[config.mk]
export PLATFORM = sky130hd
export DESIGN_NAME = mul_ctrl
export DESIGN_NICKNAME = d
export VERILOG_FILES = /design/src/rtl/mul_ctrl_pkg.sv /design/src/rtl/mul_rr_arb2.sv /design/src/rtl/mul_ctrl.sv
export SDC_FILE = /design/constraint.sdc
export NUM_CORES = 1
export LEC_CHECK = 0
export ABC_AREA = 0
export BUFFER_PORTS_ARGS = -buffer_cell sky130_fd_sc_hd__buf_2
export CAP_MARGIN = 20
export CELL_PAD_IN_SITES_DETAIL_PLACEMENT = 0
export CELL_PAD_IN_SITES_GLOBAL_PLACEMENT = 2
export CORE_AREA = 5 5 236 238
export DETAILED_ROUTE_END_ITERATION = 16
export DIE_AREA = 0 0 241 243
export HOLD_SLACK_MARGIN = 0.03
export PLACE_DENSITY = 0.78
export SETUP_SLACK_MARGIN = 0.4
export SYNTH_ARGS = -nofsm -noshare
export SYNTH_HDL_FRONTEND = slang
export SYNTH_SLANG_ARGS = --single-unit
[constraint.sdc]
create_clock -name clk -period 5.95 [get_ports clk]
set_input_delay 0.8925 -clock clk [delete_from_list [all_inputs] [get_ports clk]]
set_output_delay 0.8925 -clock clk [all_outputs]
set_load 0.05 [all_outputs]
[src/rtl/mul_ctrl_pkg.sv]
// Shared definitions for the mul_ctrl front-end: op encodings, FSM states,
// signedness constants and the op decode / result select helpers.
package mul_ctrl_pkg;

    localparam logic [2:0] MUL_OP_MUL    = 3'b000;
    localparam logic [2:0] MUL_OP_MULH   = 3'b001;
    localparam logic [2:0] MUL_OP_MULHSU = 3'b010;
    localparam logic [2:0] MUL_OP_MULHU  = 3'b011;
    localparam logic [2:0] MUL_OP_MULW   = 3'b100;

    localparam logic [1:0] SGN_SS = 2'b11;
    localparam logic [1:0] SGN_SU = 2'b10;
    localparam logic [1:0] SGN_UU = 2'b00;

    typedef enum logic [1:0] {
        ST_IDLE,
        ST_ISSUE,
        ST_WAIT,
        ST_DONE
    } mul_state_t;

    typedef enum logic [1:0] {
        RES_LO,
        RES_HI,
        RES_W,
        RES_ZERO
    } res_sel_t;

    typedef struct packed {
        logic [63:0] a;
        logic [63:0] b;
        logic [1:0]  sgn;
        res_sel_t    sel;
        logic        rsvd;
    } mul_dec_t;

    function automatic mul_dec_t mul_decode(input logic [2:0] op,
                                            input logic [63:0] a,
                                            input logic [63:0] b);
        mul_dec_t d;
        d.a    = a;
        d.b    = b;
        d.sgn  = SGN_SS;
        d.sel  = RES_LO;
        d.rsvd = 1'b0;
        case (op)
            MUL_OP_MUL:    d.sel = RES_LO;
            MUL_OP_MULH:   d.sel = RES_HI;
            MUL_OP_MULHSU: begin d.sgn = SGN_SU; d.sel = RES_HI; end
            MUL_OP_MULHU:  begin d.sgn = SGN_UU; d.sel = RES_HI; end
            MUL_OP_MULW: begin
                d.a   = {{32{a[31]}}, a[31:0]};
                d.b   = {{32{b[31]}}, b[31:0]};
                d.sel = RES_W;
            end
            default: begin
                d.sel  = RES_ZERO;
                d.rsvd = 1'b1;
            end
        endcase
        return d;
    endfunction

    function automatic logic [63:0] res_select(input res_sel_t sel,
                                               input logic [63:0] hi,
                                               input logic [63:0] lo);
        logic [63:0] r;
        case (sel)
            RES_LO:  r = lo;
            RES_HI:  r = hi;
            RES_W:   r = {{32{lo[31]}}, lo[31:0]};
            default: r = '0;
        endcase
        return r;
    endfunction

endpackage

[src/rtl/mul_rr_arb2.sv]
// Two-input round-robin arbiter: on contention the requester that did not
// win last time (rr_last) is granted.
module mul_rr_arb2
    import mul_ctrl_pkg::*;
(
    input  logic       valid0,
    input  logic       valid1,
    input  logic       en,
    input  logic       rr_last,
    output logic [1:0] grant,
    output logic       grant_idx
);

    always_comb begin
        grant     = '0;
        grant_idx = 1'b0;
        if (en && (valid0 || valid1)) begin
            grant_idx = (valid0 && valid1) ? ~rr_last : valid1;
            grant     = grant_idx ? 2'b10 : 2'b01;
        end
    end

endmodule

[src/rtl/mul_ctrl.sv]
// Front-end controller for the shared booth_mul datapath: arbitration, op
// decode, one-at-a-time sequencing and flush. Optional MUL_CTRL_RESULT_CACHE_EN.
module mul_ctrl
    import mul_ctrl_pkg::*;
#(
    parameter int TAG_W = 4
) (
    input  logic             clk,
    input  logic             rst,
    input  logic             flush,
    input  logic             req0_valid,
    output logic             req0_ready,
    input  logic [2:0]       req0_op,
    input  logic [63:0]      req0_a,
    input  logic [63:0]      req0_b,
    input  logic [TAG_W-1:0] req0_tag,
    input  logic             req1_valid,
    output logic             req1_ready,
    input  logic [2:0]       req1_op,
    input  logic [63:0]      req1_a,
    input  logic [63:0]      req1_b,
    input  logic [TAG_W-1:0] req1_tag,
    output logic             out_valid,
    input  logic             out_ready,
    output logic [63:0]      out_data,
    output logic [TAG_W-1:0] out_tag,
    output logic             out_src,
    output logic             m_valid,
    output logic [1:0]       m_signed,
    output logic [63:0]      m_a,
    output logic [63:0]      m_b,
    output logic             m_flush,
    output logic             m_o_ready,
    input  logic             m_o_valid,
    input  logic [63:0]      m_hi,
    input  logic [63:0]      m_lo
);

    mul_state_t       state, state_nxt;
    logic             rr_last;
    logic [1:0]       gnt;
    logic             gnt_idx;
    logic             gnt_any;
    logic [2:0]       sel_op;
    logic [63:0]      sel_a, sel_b;
    logic [TAG_W-1:0] sel_tag;
    mul_dec_t         dec;
    res_sel_t         res_sel;
    logic             cache_hit;
    logic [63:0]      hit_data;

    mul_rr_arb2 u_arb (
        .valid0    (req0_valid),
        .valid1    (req1_valid),
        .en        ((state == ST_IDLE) && !flush && !rst),
        .rr_last   (rr_last),
        .grant     (gnt),
        .grant_idx (gnt_idx)
    );

    assign req0_ready = gnt[0];
    assign req1_ready = gnt[1];
    assign gnt_any    = |gnt;
    assign m_flush    = flush;

    always_comb begin
        sel_op  = gnt_idx ? req1_op  : req0_op;
        sel_a   = gnt_idx ? req1_a   : req0_a;
        sel_b   = gnt_idx ? req1_b   : req0_b;
        sel_tag = gnt_idx ? req1_tag : req0_tag;
    end

    assign dec = mul_decode(sel_op, sel_a, sel_b);

`ifdef MUL_CTRL_RESULT_CACHE_EN
    logic        cache_vld;
    logic [63:0] cache_a, cache_b, cache_hi, cache_lo;
    logic [1:0]  cache_sgn;

    // Match on post-decode operands so MULW and full-width ops never alias.
    assign cache_hit = cache_vld && !dec.rsvd && (dec.a == cache_a) &&
                       (dec.b == cache_b) && (dec.sgn == cache_sgn);
    assign hit_data  = res_select(dec.sel, cache_hi, cache_lo);

    always_ff @(posedge clk or posedge rst) begin
        if (rst) begin
            cache_vld <= 1'b0;
            cache_a   <= '0;
            cache_b   <= '0;
            cache_sgn <= '0;
            cache_hi  <= '0;
            cache_lo  <= '0;
        end else if (flush) begin
            cache_vld <= 1'b0;
        end else if ((state == ST_WAIT) && m_o_valid) begin
            cache_vld <= 1'b1;
            cache_a   <= m_a;
            cache_b   <= m_b;
            cache_sgn <= m_signed;
            cache_hi  <= m_hi;
            cache_lo  <= m_lo;
        end
    end
`else
    assign cache_hit = 1'b0;
    assign hit_data  = '0;
`endif

    always_ff @(posedge clk or posedge rst) begin
        if (rst) begin
            state <= ST_IDLE;
        end else begin
            state <= state_nxt;
        end
    end

    always_comb begin
        state_nxt = state;
        m_valid   = 1'b0;
        m_o_ready = 1'b0;
        out_valid = 1'b0;
        case (state)
            ST_IDLE: begin
                if (gnt_any) begin
                    state_nxt = (dec.rsvd || cache_hit) ? ST_DONE : ST_ISSUE;
                end
            end
            ST_ISSUE: begin
                m_valid   = !flush;
                state_nxt = ST_WAIT;
            end
            ST_WAIT: begin
                m_o_ready = 1'b1;
                if (m_o_valid) begin
                    state_nxt = ST_DONE;
                end
            end
            ST_DONE: begin
                out_valid = 1'b1;
                if (out_ready) begin
                    state_nxt = ST_IDLE;
                end
            end
            default: state_nxt = ST_IDLE;
        endcase
        if (flush) begin
            state_nxt = ST_IDLE;
        end
    end

    always_ff @(posedge clk or posedge rst) begin
        if (rst) begin
            rr_last  <= 1'b1;
            m_a      <= '0;
            m_b      <= '0;
            m_signed <= '0;
            res_sel  <= RES_LO;
            out_data <= '0;
            out_tag  <= '0;
            out_src  <= 1'b0;
        end else begin
            if (gnt_any) begin
                rr_last  <= gnt_idx;
                m_a      <= dec.a;
                m_b      <= dec.b;
                m_signed <= dec.sgn;
                res_sel  <= dec.sel;
                out_tag  <= sel_tag;
                out_src  <= gnt_idx;
                if (dec.rsvd) begin
                    out_data <= '0;
                end else if (cache_hit) begin
                    out_data <= hit_data;
                end
            end
            if ((state == ST_WAIT) && m_o_valid && !flush) begin
                out_data <= res_select(res_sel, m_hi, m_lo);
            end
        end
    end

endmodule
==> results of run 1 <==
[metal layers]
| metal | global-route usage | part of all wire |
|---|---|---|
| met1 | 0.169 | 0.39 |
| met2 | 0.252 | 0.50 |
| met3 | 0.0341 | 0.086 |
| met4 | 0.0413 | 0.025 |
| met5 | 0 | 0.00092 |
[metrics by stage]
step	utilization	cells	power, W	hold WS [ns]	setup WS (ns)
6_report	0.279	2326	0.00937	0.482	2.41
5_1_grt	0.279	2325	0.00990	0.506	2.28
4_1_cts	0.278	2320	0.00949	0.486	2.38
3_5_place_dp	0.263	2276	0.00789	0.471	2.16
3_3_place_gp	0.262	2275	0.00784	0.468	2.23
2_1_floorplan	-	1054	0.00641	0.504	2.41
[power groups by stage]
stage          Sequential [W]  Combinational [W]  Clock (W)
3_3_place_gp          0.00251            0.00534          0
6_report              0.00250            0.00534    0.00153
5_1_grt               0.00259            0.00566    0.00165
3_5_place_dp          0.00250            0.00538          0
4_1_cts               0.00250            0.00538    0.00160
2_1_floorplan         0.00486            0.00156          0
[worst max-delay path by stage]
| stage | to | cells past startpoint | slack (ns) | from |
|---|---|---|---|---|
| 4_1_cts | req1_ready | 6 | 2.38 | state[0] |
| 5_1_grt | req1_ready | 6 | 2.28 | state[0] |
| 3_3_place_gp | m_b[47] | 9 | 2.23 | flush |
| 6_report | req1_ready | 6 | 2.41 | state[0] |
| 2_1_floorplan | m_a[0] | 1 | 2.41 | rst |
| 3_5_place_dp | m_b[38] | 9 | 2.16 | flush |
[registers in the layout (all words and copies together) (netlist names)]
signal / cells
out_src: 1
out_tag: 4
m_b: 64
state: 2
m_signed: 2
res_sel: 2
rr_last: 1
out_data: 64
m_a: 64
[cells by family (layout without fill, tap and decap cells)]
kind of cell,count (synthesis),count (layout),synth area share
other cells,0,4,0
buf+inv,178,750,0.0706
mux,2,2,0.00195
simple gates,349,349,0.162
compound gates,316,316,0.263
fa+ha+maj,5,5,0.00608
flops,204,204,0.496
[worst max-delay path: cells and delay by family, from the launching register on]
family / cells / cell delay [ns]
buf+inv: 3 / 0.86
simple gates: 2 / 0.63
flops: 1 / 0.42
fa+ha+maj: 1 / 0.19
[layout by cell type, fill, tap and decap left out, types with 6 or more instances in the layout]
| cell | Yosys | routed |
|---|---|---|
| inv_1 | 72 | 71 |
| a211oi_2 | 60 | 60 |
| clkbuf_16 | 0 | 25 |
| a222oi_1 | 67 | 67 |
| buf_4 | 1 | 17 |
| dfrtp_1 | 203 | 202 |
| o22a_1 | 65 | 65 |
| clkbuf_1 | 86 | 8 |
| buf_2 | 7 | 609 |
| nand2_1 | 70 | 68 |
| nand2b_1 | 34 | 34 |
| nand3_1 | 130 | 130 |
| nor2b_1 | 34 | 33 |
| a21oi_1 | 99 | 99 |
| nor2_1 | 77 | 76 |
| clkbuf_8 | 0 | 6 |
[cells in the mapped netlist, drive strengths merged]
cell / number
buf: 18
o311ai: 1
o21a: 2
ha: 5
nand2: 71
a31oi: 2
nor2b: 34
or3: 1
mux2i: 2
a222oi: 67
a221oi: 2
o31ai: 1
o22a: 65
a211oi: 65
o21ai: 3
dfrtp: 203
clkbuf: 86
o22ai: 1
a21o: 3
nand3b: 1
nor3b: 1
a221o: 1
a21boi: 2
dfstp: 1
nand2b: 34
o211ai: 1
inv: 72
nor2: 77
clkinv: 2
a2111oi: 1
nand3: 130
a21oi: 99
[final cells by class]
| cell class | count | area, sq um |
|---|---|---|
| multi-input combinational | 672 | 4500 |
| timing repair buffer | 632 | 3310 |
| sequential | 204 | 5110 |
| inverter | 74 | 284 |
| tap | 696 | 871 |
| clock inverter | 5 | 78.8 |
| fill | 5778 | 38500 |
| clock buffer | 39 | 738 |
| antenna | 4 | 10.0 |
==> results.rst, run 1 <==
.. list-table::
   :header-rows: 1

   * - Metric
     - Value
   * - Number of nets in the finished design
     - 2019
   * - Core area
     - 0.0534 sq mm
   * - Vias in the first global route
     - 11071
   * - Clock network fraction of total power
     - 0.164
   * - Seq/Total Area, Yosys
     - 0.496
   * - Vias post-DR
     - 10617
   * - Highest clock rate
     - 0.282 GHz
   * - Post-Synthesis Cell Area
     - roughly 0.010 sq mm
   * - Peak ir drop on the vdd network
     - around 0.33 mV
   * - CTS H-Tree Depth
     - 1
   * - Critical path cell sequence
     - inv_1 > ha_1 > nor3b_4 > nand2_4 > inv_4 > buf_2
   * - Last weighted congestion value of the routability-driven placer
     - about 0.81
   * - Area Overhead vs Synth
     - 44.8%
   * - HPWL after detailed placement
     - between 30 and 40 mm
   * - Worst reg2reg setup slack
     - 2.55 ns
   * - Number of antenna violations at the first check in global routing
     - 6
   * - Setup repair after global routing missed its margin
     - no
   * - Class of the tightest hold or removal check
     - reg2reg
   * - Ys Warns
     - 0
   * - P_leak
     - about 7.5 nW
   * - Final number of setup-violating endpoints
     - 0
   * - Post-detailed-route count of antenna-violating nets
     - 0
   * - Slew headroom
     - 0.374
   * - Initial DRT Pass Iterations
     - 6
   * - Number of maximum-capacitance constraint violations
     - 0
   * - Clock Latency Late Sink
     - roughly 0.52 ns
   * - Number of design-rule violations left by the first detailed-router iteration
     - 720
   * - Resized cells post-CTS
     - 0
   * - Skew final
     - 0.0114 ns
   * - Critical path fanouts, max
     - 33
   * - Total wire length
     - around 45 mm
   * - Clock tree buffer depth
     - 3
   * - Slew at the pin with the worst max-slew slack
     - 0.939 ns
   * - Num rows
     - 85
   * - Kind of start point of the critical path
     - register
   * - Number of primary I/O pins
     - 610
   * - Final period util
     - 0.595
   * - Setup Fix Bufs, Post-CTS
     - 0
   * - Chip height
     - 243 um
   * - Final slew viol count
     - 0
   * - Post-layout min period
     - 3.54 ns
   * - Switching power of the nets
     - 0.00494 W
   * - Number of instances in the synthesized netlist
     - ~1100
   * - Power share of the combinational group
     - 0.570
   * - Dominant cell type by area after synthesis
     - dfrtp_1
   * - Synthesized flop and latch total
     - 204
   * - Clock tree from TritonCTS
     - done
   * - Horizontal die dimension
     - roughly 240 um
   * - Top cell type's share of synthesized area
     - 0.494
   * - Sinks on the clock net
     - 204
   * - End of the worst hold path
     - m_a[26]
   * - Starting density of the core
     - 0.193
   * - Pwr Density
     - about 630 mW/mm^2
   * - Floorplan die area
     - a little under 0.06 sq mm
   * - Sequential group share of total power
     - 0.266
   * - Post-synth net total
     - 1464
   * - Critical path required time
     - between 5 and 6 ns
   * - Status
     - completed
   * - Fin. Hold Viols
     - 0
   * - Final Cell Area
     - around 0.015 sq mm
   * - Count of input and output buffers
     - approximately 600
   * - Critical-path top delay cell
     - nor3b_4
   * - Avg Inst Size Synth
     - between 9 and 10 sq um
   * - Ratio of cells with drive above 1 in the final layout
     - 0.458
   * - Worst path arrival time
     - around 2.7 ns
   * - All-layer global routing usage
     - 0.142
   * - Critical hold path startpoint
     - m_a[26]
   * - Worst R2R End
     - m_b[47]
   * - Hold-fix buffers, CTS
     - 0
   * - Total overflow reported by the global router
     - 0
   * - Yosys cell types
     - 39
   * - Classification of the worst setup path
     - reg2out
   * - Sw Ratio
     - 0.528
   * - Hold path cells
     - 2
   * - Worst R2R Path Depth
     - 10
   * - Largest cells by area after synthesis
     - dfrtp_1 49%, a211oi_2 7.3%, a222oi_1 6.5%, nand3_1 6.3%, o22a_1 5.5%
   * - Detail-routed via count per cell
     - roughly 4.6
   * - Post-detailed-placement cell area
     - roughly 0.014 sq mm
   * - Reg-to-reg critical path startpoint
     - state[0]
   * - Total Negative Setup Slacks
     - 0 ns
   * - Kind of capture point of the worst setup path
     - output pin
   * - Crit-path max cell delay
     - about 0.53 ns
   * - Pin count of the biggest net entering global routing
     - approximately 130
   * - WL per Instance
     - approximately 19 um
   * - Register clock-pin slew on the reported worst setup and hold paths
     - around 0.06 ns
   * - DRC
     - 0
   * - Internal power consumption
     - around 0.0044 W
   * - Clock root cell
     - clkbuf_16
   * - Wire length of the first global-routing pass
     - 66.3 mm
   * - CTS Buf Count
     - 25
(Power assumes the default switching activity.)
==> run 2, diff against run 1 <==
--- a/config.mk
+++ b/config.mk
@@ -5,16 +5,16 @@
 export SDC_FILE = /design/constraint.sdc
 export NUM_CORES = 1
 export LEC_CHECK = 0
-export ABC_AREA = 0
+export ABC_AREA = 1
 export BUFFER_PORTS_ARGS = -buffer_cell sky130_fd_sc_hd__buf_2
 export CAP_MARGIN = 20
 export CELL_PAD_IN_SITES_DETAIL_PLACEMENT = 0
 export CELL_PAD_IN_SITES_GLOBAL_PLACEMENT = 2
-export CORE_AREA = 5 5 236 238
+export CORE_AREA = 5 5 231 233
 export DETAILED_ROUTE_END_ITERATION = 16
-export DIE_AREA = 0 0 241 243
+export DIE_AREA = 0 0 236 238
 export HOLD_SLACK_MARGIN = 0.03
-export PLACE_DENSITY = 0.78
+export PLACE_DENSITY = 0.85
 export SETUP_SLACK_MARGIN = 0.4
 export SYNTH_ARGS = -nofsm -noshare
 export SYNTH_HDL_FRONTEND = slang
==> constraint.sdc (replaced) <==
create_clock -name clk -period 3.68 [get_ports clk]
set_input_delay 0.552 -clock clk [delete_from_list [all_inputs] [get_ports clk]]
set_output_delay 0.552 -clock clk [all_outputs]
set_load 0.05 [all_outputs]
==> run 2 against run 1 <==
Compared with the run above: largest power group unchanged; highest routed layer unchanged; critical path depth is 3 higher; sequential share of layout area down 0.42 points; area after synthesis rose by 1.5%; worst setup slack lost 1.8 ns; sequential power grew 51%; clock power increased by 64%; sequential cell count stayed put; design area rose by 1.2%; cell count up 18%; combinational power up 32%; clock skew is 0.0086 ns higher.
==> results.rst, run 2 <==
.. list-table::
   :header-rows: 1

   * - Metric
     - Value
   * - Endpoint of the worst setup timing path
     - req0_ready (was req1_ready)
   * - Horizontal die dimension
     - 236 um (was 241 um)
   * - Sinks on the clock net
     - 204 (unchanged)
   * - Yosys cell types
     - 26 (was 39)
   * - Worst path arrival time
     - 2.52 ns (was 2.65 ns)
   * - Final slew viol count
     - 0 (unchanged)
   * - Worst reg2reg setup slack
     - 0.93 ns (was 2.55 ns)
   * - Most common cell after layout, fill and taps aside
     - nand2_1 (was buf_2)
   * - Class of the tightest hold or removal check
     - in2reg (was reg2reg)
   * - Total wire length
     - 48.4 mm (was 44.6 mm)
   * - Setup repair after global routing missed its margin
     - no (unchanged)
   * - Dominant cell type by area after synthesis
     - dfrtp_1 (unchanged)
   * - Sequential group share of total power
     - 0.283 (was 0.266)
   * - Worst R2R End
     - m_b[60] (was m_b[47])
   * - Sw Ratio
     - 0.524 (was 0.528)
   * - Most common cell on crit path
     - nor2_4
   * - Critical path cell sequence
     - dlygate4sd3_1 > buf_2 > inv_8 > nand3_1 > nor2_4 > buf_6 > inv_4 > nor2_4 > clkbuf_4 (was inv_1 > ha_1 > nor3b_4 > nand2_4 > inv_4 > buf_2)
   * - Switching power of the nets
     - 0.00700 W (was 0.00494 W)
   * - Overall power after layout
     - 0.0133 W (was 0.00937 W)
   * - Slew at the pin with the worst max-slew slack
     - 0.918 ns (was 0.939 ns)
   * - Detail-routed via count per cell
     - 4.25 (was 4.56)
   * - Status
     - completed (unchanged)
   * - Count of input and output buffers
     - 609 (unchanged)
   * - Critical path startpoint
     - rst (was state[0])
   * - Top FF cell, synth
     - dfrtp_1 (unchanged)
   * - Highest clock rate
     - about 0.33 GHz
   * - Post-layout min period
     - between 3 and 4 ns
   * - Last weighted congestion value of the routability-driven placer
     - 0.934 (was 0.813)
   * - Area Overhead vs Synth
     - 44.3% (was 44.8%)
   * - Kind of capture point of the worst setup path
     - output pin (unchanged)
   * - Fin. Hold Viols
     - 0 (unchanged)
   * - Clock tree buffer depth
     - 3 (unchanged)
   * - All-layer global routing usage
     - 0.162 (was 0.142)
   * - Clock Latency Late Sink
     - 0.54 ns (was 0.52 ns)
   * - Floorplan die area
     - 0.0562 sq mm (was 0.0586 sq mm)
   * - Clock tree from TritonCTS
     - done (unchanged)
   * - Core area
     - 0.0510 sq mm (was 0.0534 sq mm)
   * - Post-detailed-route count of antenna-violating nets
     - 0 (unchanged)
   * - Crit-path max cell delay
     - 0.54 ns (was 0.53 ns)
   * - Slew headroom
     - 0.388 (was 0.374)
   * - Clock root cell
     - clkbuf_16 (unchanged)
   * - Largest cells by area after synthesis
     - dfrtp_1 49%, nand2_1 33%, nand3_1 8.2%, a22o_1 2.6%, clkbuf_1 1.9% (was dfrtp_1 49%, a211oi_2 7.3%, a222oi_1 6.5%, nand3_1 6.3%, o22a_1 5.5%)
   * - Classification of the worst setup path
     - in2out (was reg2out)
   * - HPWL after detailed placement
     - 37.1 mm (was 33.4 mm)
   * - P_leak
     - 8.93 nW (was 7.52 nW)
   * - Peak ir drop on the vdd network
     - 0.428 mV (was 0.330 mV)
   * - Highest-count cells in the layout ignoring fill and taps
     - 920 x nand2_1, 608 x buf_2, 203 x dfrtp_1, 170 x nand3_1, 31 x a22o_1 (was 609 x buf_2, 202 x dfrtp_1, 130 x nand3_1, 99 x a21oi_1, 76 x nor2_1)
   * - Final period util
     - 0.836
   * - Number of primary I/O pins
     - 610 (unchanged)
   * - Top-count cell post-synth
     - nand2_1 (was dfrtp_1)
   * - Total Negative Setup Slacks
     - 0 ns (unchanged)
   * - Top cell type's share of synthesized area
     - 0.486 (was 0.494)
   * - Worst R2R Path Depth
     - 13 (was 10)
   * - Ratio of cells with drive above 1 in the final layout
     - 0.334 (was 0.458)
   * - Number of maximum-capacitance constraint violations
     - 0 (unchanged)
   * - Pin count of the biggest net entering global routing
     - 111 (was 129)
   * - Chip height
     - 238 um (was 243 um)
   * - Synthesized flop and latch total
     - 204 (unchanged)
   * - Power share of the combinational group
     - 0.529 (was 0.570)
   * - Seq/Total Area, Yosys
     - 0.489 (was 0.496)
   * - Internal power consumption
     - 0.00635 W (was 0.00443 W)
   * - EDFF count, synth
     - 0 (unchanged)
   * - Final design utilization
     - 0.296 (was 0.279)
   * - Pwr Density
     - 885 mW/mm^2 (was 629 mW/mm^2)
   * - Vias in the first global route
     - 11686 (was 11071)
   * - Num rows
     - 83 (was 85)
   * - Number of nets in the finished design
     - 2457 (was 2019)
   * - Initial DRT Pass Iterations
     - 5 (was 6)
   * - Most numerous cell types in the synthesized netlist
     - 920 x nand2_1, 203 x dfrtp_1, 171 x nand3_1, 53 x clkbuf_1, 35 x buf_2 (was 203 x dfrtp_1, 130 x nand3_1, 99 x a21oi_1, 86 x clkbuf_1, 77 x nor2_1)
   * - Number of design-rule violations left by the first detailed-router iteration
     - 547 (was 720)
   * - CTS Buf Count
     - 25 (unchanged)
   * - Post-Synthesis Cell Area
     - 0.0104 sq mm (was 0.0103 sq mm)
   * - Number of instances in the synthesized netlist
     - 1482 (was 1054)
   * - Avg Inst Size Synth
     - 7.05 sq um (was 9.76 sq um)
   * - Total overflow reported by the global router
     - 0 (unchanged)
   * - Wire length of the first global-routing pass
     - 72.4 mm (was 66.3 mm)
   * - Vias post-DR
     - 11679 (was 10617)
   * - DRC
     - 0 (unchanged)
   * - Starting density of the core
     - 0.205 (was 0.193)
   * - Critical-path top delay cell
     - dlygate4sd3_1 (was nor3b_4)
   * - Skew final
     - 0.0201 ns (was 0.0114 ns)
   * - Largest registers
     - m_a x64, m_b x64, out_data x64 (unchanged)
   * - CTS H-Tree Depth
     - 1 (unchanged)
   * - Final number of setup-violating endpoints
     - 0 (unchanged)
   * - Post-synth net total
     - 1892 (was 1464)
   * - Number of antenna violations at the first check in global routing
     - 13 (was 6)
   * - Reg-to-reg critical path startpoint
     - state[0] (unchanged)
   * - Critical path required time
     - 3.13 ns (was 5.06 ns)
   * - Critical path fanouts, max
     - 28 (was 33)
   * - Clock network fraction of total power
     - 0.188 (was 0.164)
   * - WL per Instance
     - 17.6 um (was 19.2 um)
   * - Kind of start point of the critical path
     - input port (was register)
   * - Async set-reset flop share out of synthesis
     - 1.00 (unchanged)
   * - Register clock-pin slew on the reported worst setup and hold paths
     - 0.06 ns (about the same)
   * - Ys Warns
     - 0 (unchanged)
   * - Final-layout fill cell count
     - 5733 (was 5778)
[run 2: changes by cell type after synthesis, sizes merged, moves of 3 or more]
cell    delta
a21o       -3
nor2      -67
buf       +26
clkbuf    -33
a211oi    -65
o22a      -64
nand2    +852
a21oi     -94
a222oi    -67
a22o      +31
inv       -52
nand2b    -34
nor2b     -34
nand3     +44
[run 2: worst min path at each step]
stage | endpoint | start | slack [ns] | depth (start not counted)
after floorplan | rr_last | rr_last | 0.47 | 2
after global placement | m_a[58] | m_a[58] | 0.46 | 2
after detailed placement | out_src | out_src | 0.45 | 2
after CTS | out_tag[1] | req0_tag[1] | 0.17 | 3
after global routing | m_b[27] | req0_b[27] | 0.18 | 3
final | m_a[19] | req0_a[19] | 0.21 | 3
[run 2: final cells by class]
type                       count  area (sq um)  area share
antenna                        5          12.5    0.000830
clock buffer                  37           731      0.0485
clock inverter                 5          82.6     0.00548
inverter                      21          96.3     0.00639
multi-input combinational   1160          4880       0.324
sequential                   204          5110       0.339
tap                          680           851      0.0564
timing repair buffer         635          3320       0.220
[run 2: power groups by stage]
stage,Clock (W),Sequential (W),Combinational [W]
2_1_floorplan,0,0.00699,0.00178
3_3_place_gp,0,0.00380,0.00709
3_5_place_dp,0,0.00380,0.00713
4_1_cts,0.00260,0.00378,0.00713
5_1_grt,0.00270,0.00390,0.00753
6_report,0.00251,0.00377,0.00706
[run 2: per-stage QoR]
step	worst slack [ns]	hold slack (ns)	area [sq um]	cells
after floorplan	0.472	0.465	10500	1482
after global placement	0.814	0.460	14100	2694
after detailed placement	0.797	0.455	14100	2694
after CTS	0.452	0.174	15000	2737
after global routing	0.459	0.178	15100	2744
final	0.604	0.208	15100	2747
[run 2: cell families (layout without fill, tap and decap cells)]
| group | Yosys count | in the layout | share of synthesized area |
|---|---|---|---|
| AOI/OAI and AO/OA | 45 | 45 | 0.0349 |
| and+or+nand+nor | 1110 | 1110 | 0.423 |
| buffers and inverters | 118 | 698 | 0.0473 |
| DFF | 204 | 204 | 0.489 |
| adders and majority gates | 5 | 5 | 0.00599 |
| other | 0 | 5 | 0 |
[run 2: layer usage]
metal,share of wire,vias to the layer above,global-route usage
li1,-,5776,-
met1,0.42,5334,0.204
met2,0.47,470,0.271
met3,0.087,81,0.0522
met4,0.025,18,0.0452
met5,0.0024,-,0
[run 2: timing repair]
action                                  4_1_cts  5_1_grt
hold buffers                                  1        0
setup buffers                                 0        2
endpoints found under the setup margin        1        2
hold endpoints to repair                     23        0
gates resized for setup                       1        3
[run 2: critical path, delay by kind of cell]
| kind | cells | cell delay [ns] |
|---|---|---|
| buffers and inverters | 6 | 1.46 |
| AND/OR/NAND/NOR | 3 | 0.49 |
==> run 3, diff against run 2 <==
--- a/config.mk
+++ b/config.mk
@@ -5,16 +5,16 @@
 export SDC_FILE = /design/constraint.sdc
 export NUM_CORES = 1
 export LEC_CHECK = 0
-export ABC_AREA = 1
+export ABC_AREA = 0
 export BUFFER_PORTS_ARGS = -buffer_cell sky130_fd_sc_hd__buf_2
 export CAP_MARGIN = 20
 export CELL_PAD_IN_SITES_DETAIL_PLACEMENT = 0
 export CELL_PAD_IN_SITES_GLOBAL_PLACEMENT = 2
-export CORE_AREA = 5 5 231 233
+export CORE_AREA = 5 5 236 238
 export DETAILED_ROUTE_END_ITERATION = 16
-export DIE_AREA = 0 0 236 238
+export DIE_AREA = 0 0 241 243
 export HOLD_SLACK_MARGIN = 0.03
-export PLACE_DENSITY = 0.85
+export PLACE_DENSITY = 0.78
 export SETUP_SLACK_MARGIN = 0.4
 export SYNTH_ARGS = -nofsm -noshare
 export SYNTH_HDL_FRONTEND = slang
==> constraint.sdc (replaced) <==
create_clock -name clk -period 2.7 [get_ports clk]
set_input_delay 0.405 -clock clk [delete_from_list [all_inputs] [get_ports clk]]
set_output_delay 0.405 -clock clk [all_outputs]
set_load 0.05 [all_outputs]
==> run 3 against run 2 <==
Compared with the run above: total power rose by 60%; core utilization barely moved; sequential cell count did not move; design area rose by 4.7%; critical path depth fell by 1; non-clock buffer count rose by 43; sequential share of layout area fell by 1.5 points; die area rose by 4.3%; global-route usage fell by 0.98 points; count of clock-buffer cells in the layout fell by 8; sequential power rose by 47%; critical endpoint unchanged.
==> results.rst, run 3 (synthesized netlist as in run 1, its figures left out) <==
.. list-table::
   :header-rows: 1

   * - Metric
     - Value
   * - Status
     - completed (unchanged)
   * - Number of primary I/O pins
     - 610 (unchanged)
   * - Sinks on the clock net
     - 204 (unchanged)
   * - Final slew viol count
     - 0 (unchanged)
   * - CTS H-Tree Depth
     - 1 (unchanged)
   * - Most common cell after layout, fill and taps aside
     - buf_2 (was nand2_1)
   * - WL per Instance
     - 20.3 um (was 17.6 um)
   * - CTS Buf Count
     - 25 (unchanged)
   * - Worst R2R End
     - out_data[14] (was m_b[60])
   * - Number of antenna violations at the first check in global routing
     - 5 (was 13)
   * - Reg-to-reg critical path startpoint
     - state[1] (was state[0])
   * - Critical path required time
     - 2.30 ns (was 3.13 ns)
   * - Slew at the pin with the worst max-slew slack
     - 0.759 ns (was 0.918 ns)
   * - Largest registers
     - m_a x64, m_b x64, out_data x64 (unchanged)
   * - Total overflow reported by the global router
     - 0 (unchanged)
   * - Ratio of cells with drive above 1 in the final layout
     - 0.483 (was 0.334)
   * - Chip height
     - 243 um (was 238 um)
   * - Classification of the worst setup path
     - reg2out (was in2out)
   * - Post-detailed-route count of antenna-violating nets
     - 0 (unchanged)
   * - Clock tree buffer depth
     - 3 (unchanged)
   * - Detail-routed via count per cell
     - 4.59 (was 4.25)
   * - Clock tree from TritonCTS
     - done (unchanged)
   * - All-layer global routing usage
     - 0.153 (was 0.162)
   * - Worst R2R Path Depth
     - 11 (was 13)
   * - Clock root cell
     - clkbuf_16 (unchanged)
   * - Clock network fraction of total power
     - 0.165 (was 0.188)
   * - Highest-count cells in the layout ignoring fill and taps
     - 607 x buf_2, 202 x dfrtp_1, 129 x nand3_1, 99 x a21oi_1, 76 x nor2_1 (was 920 x nand2_1, 608 x buf_2, 203 x dfrtp_1, 170 x nand3_1, 31 x a22o_1)
   * - P_leak
     - 7.92 nW (was 8.93 nW)
   * - Peak ir drop on the vdd network
     - 0.753 mV (was 0.428 mV)
   * - Number of nets in the finished design
     - 2066 (was 2457)
   * - Worst path arrival time
     - 1.94 ns (was 2.52 ns)
   * - Class of the tightest hold or removal check
     - in2async (was in2reg)
   * - Met1 track utilization from global routing
     - 0.188 (was 0.204)
   * - Area Overhead vs Synth
     - 53.3% (was 44.3%)
   * - Critical path fanouts, max
     - 4 (was 28)
   * - Kind of start point of the critical path
     - register (was input port)
   * - Pin count of the biggest net entering global routing
     - 97 (was 111)
   * - Register clock-pin slew on the reported worst setup and hold paths
     - 0.06 ns (about the same)
   * - Wire length of the first global-routing pass
     - 69.9 mm (was 72.4 mm)
   * - Kind of capture point of the worst setup path
     - output pin (unchanged)
   * - Worst hold slack across all endpoints
     - 0.0506 ns (was 0.208 ns)
   * - Slew headroom
     - 0.493 (was 0.388)
   * - Power share of the combinational group
     - 0.574 (was 0.529)
   * - Starting density of the core
     - 0.193 (was 0.205)
   * - Last weighted congestion value of the routability-driven placer
     - 0.845 (was 0.934)
   * - Worst reg2reg setup slack
     - 0.39 ns (was 0.93 ns)
   * - Internal power consumption
     - 0.0102 W (was 0.00635 W)
   * - Most crowded layer after global routing
     - met2 (unchanged)
   * - Number of design-rule violations left by the first detailed-router iteration
     - 773 (was 547)
   * - DRC
     - 0 (unchanged)
   * - Skew final
     - 0.0116 ns (was 0.0201 ns)
   * - Setup repair after global routing missed its margin
     - yes (was no)
   * - Initial DRT Pass Iterations
     - 11 (was 5)
   * - HPWL after detailed placement
     - 35.0 mm (was 37.1 mm)
   * - Clock Latency Late Sink
     - 0.53 ns (was 0.54 ns)
   * - Count of input and output buffers
     - 609 (unchanged)
   * - Hold-fix buffers, CTS
     - 0 (was 1)
   * - Post-layout min period
     - 2.34 ns
   * - Fin. Hold Viols
     - 0 (unchanged)
   * - Final period util
     - 0.867
   * - Sw Ratio
     - 0.524 (about the same)
   * - Horizontal die dimension
     - 241 um (was 236 um)
   * - Number of maximum-capacitance constraint violations
     - 0 (unchanged)
   * - Final design utilization
     - 0.296 (about the same)
   * - Total wire length
     - 48.1 mm (was 48.4 mm)
   * - Core area
     - 0.0534 sq mm (was 0.0510 sq mm)
   * - Pwr Density
     - 1350 mW/mm^2 (was 885 mW/mm^2)
   * - Sequential group share of total power
     - 0.261 (was 0.283)
   * - Switching power of the nets
     - 0.0112 W (was 0.00700 W)
   * - Vias post-DR
     - 10884 (was 11679)
   * - Final number of setup-violating endpoints
     - 0 (unchanged)
   * - Met2 layer usage reported by global route
     - 0.263 (was 0.271)
   * - Floorplan die area
     - 0.0586 sq mm (was 0.0562 sq mm)
   * - Highest clock rate
     - 0.427 GHz
   * - M3 GR Usage
     - 0.0392 (was 0.0522)
   * - Vias in the first global route
     - 11342 (was 11686)
   * - Num rows
     - 85 (was 83)
## run 3: cell count changes in the layout (fill, tap and decap cells not counted), sizes merged, moves of 36 or more
cell / delta
nand3: -44
a21oi: +94
inv: +51
buf: +36
nand2: -852
a222oi: +67
nor2: +67
o22a: +64
a211oi: +65
## run 3: power by group through the flow
stage	clock network [W]	logic, W	registers (W)
floorplan	0	0.00343	0.0107
global placement	0	0.0119	0.00556
detailed placement	0	0.0120	0.00558
CTS	0.00367	0.0123	0.00557
global route	0.00379	0.0130	0.00576
finish	0.00351	0.0122	0.00556
## run 3: stage by stage
step	std cells	setup WS (ns)	area (sq um)	TNS, ns	total power [W]
after floorplan	1054	-0.348	10300	-70.74	0.0141
after global placement	2292	0.126	14300	0	0.0175
after detailed placement	2292	0.0708	14300	0	0.0176
after CTS	2358	0.296	15500	0	0.0215
after global routing	2371	0.245	15800	0	0.0225
final	2371	0.359	15800	0	0.0213
## run 3: repair_timing
action,in CTS,in global routing
gates cloned,5,4
gates resized for setup,26,15
setup endpoints to repair,194,161
buffers inserted,18,6
pin swaps,3,4
## run 3: worst max-delay path: stages (launching register included)
cell     delay (ns)
dfrtp_1        0.39
inv_2          0.09
ha_4           0.14
nor3b_4        0.18
buf_6          0.14
buf_6          0.12
nand3_4        0.10
inv_6          0.10
buf_8          0.14
## run 3: worst max-delay path by stage
stage	cells past startpoint	startpoint	slack (ns)	to
floorplan	1	rst	-0.35	m_a[0]
global route	8	state[0]	0.25	req0_ready
detailed placement	8	state[0]	0.07	m_b[59]
CTS	8	state[0]	0.30	req0_ready
global placement	8	state[0]	0.13	m_b[45]
finish	8	state[1]	0.36	req0_ready
## run 3: layer usage
layer	up-vias	part of all wire
li1	5045	-
met1	5261	0.39
met2	503	0.49
met3	73	0.086
met4	2	0.031
met5	-	0.00027
## run 3: layout make-up
type | count | area, sq um
Sequential cell | 204 | 5110
Timing Repair Buffer | 678 | 4060
Clock inverter | 14 | 179
Fill cell | 5672 | 37600
Tap cell | 696 | 871
Clock buffer | 29 | 671
Inverter | 74 | 294
Antenna cell | 3 | 7.51
Multi-Input combinational cell | 673 | 4590
